### config.mk
export PLATFORM = sky130hd
export DESIGN_NAME = mem_bus_ctrl
export DESIGN_NICKNAME = d
export VERILOG_FILES = /design/src/rtl/mem_bus_ctrl.sv
export SDC_FILE = /design/constraint.sdc
export NUM_CORES = 1
export LEC_CHECK = 0
export ABC_AREA = 1
export CORE_ASPECT_RATIO = 0.9
export CORE_UTILIZATION = 48
export CTS_CLUSTER_SIZE = 40
export DETAILED_ROUTE_END_ITERATION = 10
export PLACE_DENSITY = 0.85
export SKIP_CTS_REPAIR_TIMING = 1
export SYNTH_ARGS = -nofsm -noshare
export SYNTH_HDL_FRONTEND = slang
export SYNTH_SLANG_ARGS = --single-unit
### constraint.sdc
create_clock -name clk_i -period 5.1 [get_ports clk_i]
set_clock_uncertainty 0.1 [all_clocks]
set_input_delay 0.765 -clock clk_i [delete_from_list [all_inputs] [get_ports clk_i]]
set_output_delay 0.765 -clock clk_i [all_outputs]
set_load 0.05 [all_outputs]
### src/rtl/mem_bus_ctrl.sv
// Memory bus controller: sequences the XM23 dual byte-lane RAM for one word/byte access at a time.
// Optional misaligned-word trap is enabled with the ALIGN_CHK_EN macro.
module mem_bus_ctrl #(
  parameter int WAIT_STATES = 0,
  parameter int ADDR_W      = 16
) (
  input  logic              clk_i,
  input  logic              rst_n_i,
  input  logic              req_i,
  input  logic              rw_i,
  input  logic              byte_mode_i,
  input  logic [ADDR_W-1:0] addr_i,
  input  logic [15:0]       wdata_i,
  output logic [15:0]       rdata_o,
  output logic              busy_o,
  output logic              done_o,
  output logic              err_o,
  output logic [ADDR_W-1:0] mem_lb_addr_o,
  output logic [ADDR_W-1:0] mem_ub_addr_o,
  output logic [7:0]        mem_lb_wdata_o,
  output logic [7:0]        mem_ub_wdata_o,
  output logic              mem_lb_we_o,
  output logic              mem_ub_we_o,
  input  logic [7:0]        mem_lb_rdata_i,
  input  logic [7:0]        mem_ub_rdata_i
);

  localparam int         WCYC  = (WAIT_STATES < 1) ? 1 : WAIT_STATES;
  localparam logic [3:0] WLOAD = 4'(WCYC - 1);

  typedef enum logic [1:0] {IDLE, ADDR, WAIT, DONE} state_e;
  typedef struct packed {
    logic rw;
    logic bm;
  } req_t;

  state_e                       state_q, state_d;
  req_t                         req_q, req_d;
  logic [1:0][ADDR_W-1:0]       la_q, la_d;   // [0]=low lane, [1]=high lane
  logic [1:0][7:0]              lw_q, lw_d;
  logic [1:0]                   we_q, we_d;
  logic [3:0]                   cnt_q, cnt_d;
  logic                         busy_q, busy_d;
  logic                         done_q, done_d;
  logic [15:0]                  rdata_q, rdata_d;
`ifdef ALIGN_CHK_EN
  logic                         err_q, err_d;
`endif

  always_comb begin
    state_d = state_q;
    req_d   = req_q;
    la_d    = la_q;
    lw_d    = lw_q;
    we_d    = 2'b00;
    cnt_d   = cnt_q;
    busy_d  = busy_q;
    rdata_d = rdata_q;
`ifdef ALIGN_CHK_EN
    err_d   = 1'b0;
`endif
    unique case (state_q)
      IDLE: if (req_i) begin
        req_d  = '{rw: rw_i, bm: byte_mode_i};
        busy_d = 1'b1;
`ifdef ALIGN_CHK_EN
        if (!byte_mode_i && addr_i[0]) begin
          state_d = DONE;
          err_d   = 1'b1;
        end else
`endif
        begin
          state_d = ADDR;
          // Word accesses force an even low-lane address; bytes use the raw address.
          if (byte_mode_i) begin
            la_d[0] = addr_i;
            la_d[1] = addr_i + ADDR_W'(1);
          end else begin
            la_d[0] = {addr_i[ADDR_W-1:1], 1'b0};
            la_d[1] = {addr_i[ADDR_W-1:1], 1'b1};
          end
          lw_d = wdata_i;
          we_d = rw_i ? {~byte_mode_i, 1'b1} : 2'b00;
        end
      end
      ADDR: begin
        state_d = WAIT;
        cnt_d   = WLOAD;
      end
      WAIT: begin
        if (cnt_q == 4'd0) begin
          state_d = DONE;
          if (!req_q.rw)
            rdata_d = req_q.bm ? {8'h00, mem_lb_rdata_i} : {mem_ub_rdata_i, mem_lb_rdata_i};
        end else begin
          cnt_d = cnt_q - 4'd1;
        end
      end
      DONE: begin
        state_d = IDLE;
        busy_d  = 1'b0;
      end
      default: state_d = IDLE;
    endcase
    done_d = (state_d == DONE);
  end

  always_ff @(posedge clk_i or negedge rst_n_i) begin
    if (!rst_n_i) begin
      state_q <= IDLE;
      req_q   <= '0;
      la_q    <= '0;
      lw_q    <= '0;
      we_q    <= '0;
      cnt_q   <= '0;
      busy_q  <= 1'b0;
      done_q  <= 1'b0;
      rdata_q <= '0;
`ifdef ALIGN_CHK_EN
      err_q   <= 1'b0;
`endif
    end else begin
      state_q <= state_d;
      req_q   <= req_d;
      la_q    <= la_d;
      lw_q    <= lw_d;
      we_q    <= we_d;
      cnt_q   <= cnt_d;
      busy_q  <= busy_d;
      done_q  <= done_d;
      rdata_q <= rdata_d;
`ifdef ALIGN_CHK_EN
      err_q   <= err_d;
`endif
    end
  end

  assign rdata_o        = rdata_q;
  assign busy_o         = busy_q;
  assign done_o         = done_q;
  assign mem_lb_addr_o  = la_q[0];
  assign mem_ub_addr_o  = la_q[1];
  assign mem_lb_wdata_o = lw_q[0];
  assign mem_ub_wdata_o = lw_q[1];
  assign mem_lb_we_o    = we_q[0];
  assign mem_ub_we_o    = we_q[1];
`ifdef ALIGN_CHK_EN
  assign err_o          = err_q;
`else
  assign err_o          = 1'b0;
`endif

endmodule
==> impl_results.md <==
- Worst min-delay path class: flop to flop
- Tot GR Track Use: 22.6%
- Nets: 570
- Worst-Margin Slew: 930 ps
- Max VDD drop: 0.467 mV
- Routed wire per std cell: 12.8 um
- Sequential fraction of the synthesis area: 57.1%
- Maximum single-stage delay on the critical path: 830 ps
- Critical path class: flop to output pin
- Max Root-Sink Buffers: 2
- Global route total overflow: 0
- Clk_lat worst skew: 340 ps
- Area contributors post-synth: dfrtp_1 (57%), nand2_1 (18%), nand3_1 (4.7%)
- Via Count: 2,916
- Starting Density: 50.0%
- Synth cell types: 27
- Met2 Usage GRT: 38.4%
- Met3 global-route usage: 8.52%
- Crit path max fanout: 2
- Drt drc: 0
- RSZ-0062 raised after global routing: no
- Final WL: 7740 um
- Post-DR vias/cell: 4.82
- CTS tree: yes
- Pwr Total: 3.47 mW
- Clock slew at reported path FFs: 80 ps
- Share of cells above drive strength 1: 5.05%
- Synthesized area: 3330 sq um
- Bufs and invs on worst path: 1
- CP endpoint kind: output pin
- CP startpoint kind: flop
- Vias in the first global route: 2,847
- Setup TNS: 0 ps
- Multi-input gate area: 1220 sq um
- Synth warnings: 0
- Die Ht: 81.0 um
- Synth area leader: dfrtp_1
- CP top delay family: buffers and inverters
- Max Slew Vio Count: 0
- Pre-Repair DR Iteration Count: 4
- Arrival time at the worst endpoint: 1550 ps
- Crit-path cells: clkdlybuf4s50_1
- Root Driver: clkbuf_8
- Synthesized area per cell: 8.50 sq um
- Largest net degree at the start of global routing: 77
- Final Hold Fails: 0
- Clock buffer count from CTS: 9
- Routability cong.: 0.805
- Clock sink count: 76
- Fmax: 414 MHz
- Rel. slew slack: 38.0%
- Inserted Diodes: 0
- Flops & latches, synth: 76
- Sequential Area: 1900 sq um
- Slowest cell on crit path: clkdlybuf4s50_1
- MaxCap Viol Count: 0
- Endpoints failing setup: 0
- Crit share post-route: 47.3%
- Busiest grt layer: met2
- Drt first-iter violations: 207
- Synth top area share: 57.1%
- Core ar.: 6660 sq um
- LEAKAGE: 2.36 nW
- DIE WIDTH: 89.8 um
- First-pass GRT wire length: 12,800 um
- Status: completed
- Remaining antenna violation count after routing: 0
- Pwr Density: 721 nW/um^2
- Top Ports: 122
- Die area: 7280 sq um
- Detail Placement HPWL: 5500 um
- CP Data Required Time: 4240 ps
- Synthesized Nets: 452
- IO buf count: 120
- Row cnt: 28
- H-tree depth: 3
- Hold WS: 375 ps
- Routing usage on met1: 27.6%
- Initial antenna violation count: 0
- Post-layout min period: 2410 ps
- Synthesized instance count: 392
- Area grow syn2layout: 44.4%
- Fill count: 543
-- final timing paths --
| check | startpoint | endpoint | slack [ps] | depth (start not counted) |
|---|---|---|---|---|
| hold / removal | rdata_o[2] | rdata_o[2] | 380 | 2 |
| max in group asynchronous | rst_n_i | rdata_o[15] | 3840 | 1 |
| min in group asynchronous | rst_n_i | rdata_o[7] | 450 | 1 |
| setup / recovery | mem_lb_addr_o[2] | mem_lb_addr_o[2] | 2690 | 1 |
| hold reg to reg | rdata_o[2] | rdata_o[2] | 380 | 2 |
| setup reg to reg | state_q[0] | mem_ub_addr_o[15] | 3060 | 8 |
-- cell usage after synthesis, drive strengths merged --
library cell / instances
nand4: 7
nor2: 23
buf: 10
ha: 7
a21boi: 1
dfrtp: 76
clkbuf: 5
nor3: 4
conb: 1
nand2: 162
o211ai: 4
o21ai: 17
o22ai: 2
inv: 33
o21bai: 1
a21oi: 4
nor4: 1
xor2: 1
nand3: 32
o21a: 1
-- state kept, by name, indices dropped and copies added, names as in the netlist --
name	cells
mem_lb_wdata_o	8
rdata_o	16
busy_o	1
mem_ub_addr_o	16
mem_lb_addr_o	16
we_q	2
cnt_q	4
mem_ub_wdata_o	8
req_q	2
state_q	2
done_o	1
-- cell usage in the layout, fill, tap and decap left out, types with 4 or more instances in the layout --
cell type,n
nand4_1,7
clkdlybuf4s50_1,119
nand3_1,31
nor2_1,21
nand2_1,161
clkbuf_8,12
dfrtp_1,76
inv_1,30
o211ai_1,4
a21oi_1,4
ha_1,7
o21ai_0,17
-- power breakdown --
part           internal, mW  total [mW]  switching, mW
registers             0.868        1.02          0.149
clock network         0.316       0.528          0.212
logic                 0.614        1.92           1.31
-- worst register-to-register path: cells and delay by family, from the launching register on --
kind | cells | cell delay (ps)
AND/OR/NAND/NOR | 3 | 240
AO/OA/AOI/OAI | 1 | 160
buffers and inverters | 3 | 860
flip-flops | 1 | 420
adder cells (fa/ha/maj) | 1 | 210
-- stage by stage --
stage / util [%] / instance area [sq um] / setup slack [ps] / std cells
floorplan: - / 3330 / 3360 / 392
global placement: 68.7 / 4570 / 2540 / 589
detailed placement: 68.7 / 4570 / 2510 / 589
CTS: 72.3 / 4810 / 2670 / 605
global route: 72.3 / 4810 / 2640 / 605
finish: 72.3 / 4810 / 2690 / 605
-- area by class of cell --
cell class                 instances  share of cell area [%]
clock buffer                      13                    3.51
clock inverter                     3                    1.40
inverter                          33                    2.63
multi-input combinational        268                    25.3
sequential                        76                    39.5
tap                               90                    2.34
timing repair buffer             122                    25.2
-- kinds of logic (layout without fill, tap and decap cells) --
group	Yosys count	after routing	share of synthesized area, %
AOI/OAI and AO/OA	30	30	5.11
xor gates and xnor gates	1	1	0.263
adders and majority gates	7	7	2.63
buffers and inverters	48	171	6.39
DFF	76	76	57.1
other	1	1	0.113
and+or+nand+nor	229	229	28.4
-- metal layers --
layer | vias up | part of all wire [%]
met4 | 0 | 1.1
met2 | 104 | 49
met5 | - | 0
met1 | 1334 | 43
li1 | 1468 | -
met3 | 10 | 7.6
Power figures use the tool's default switching activity.
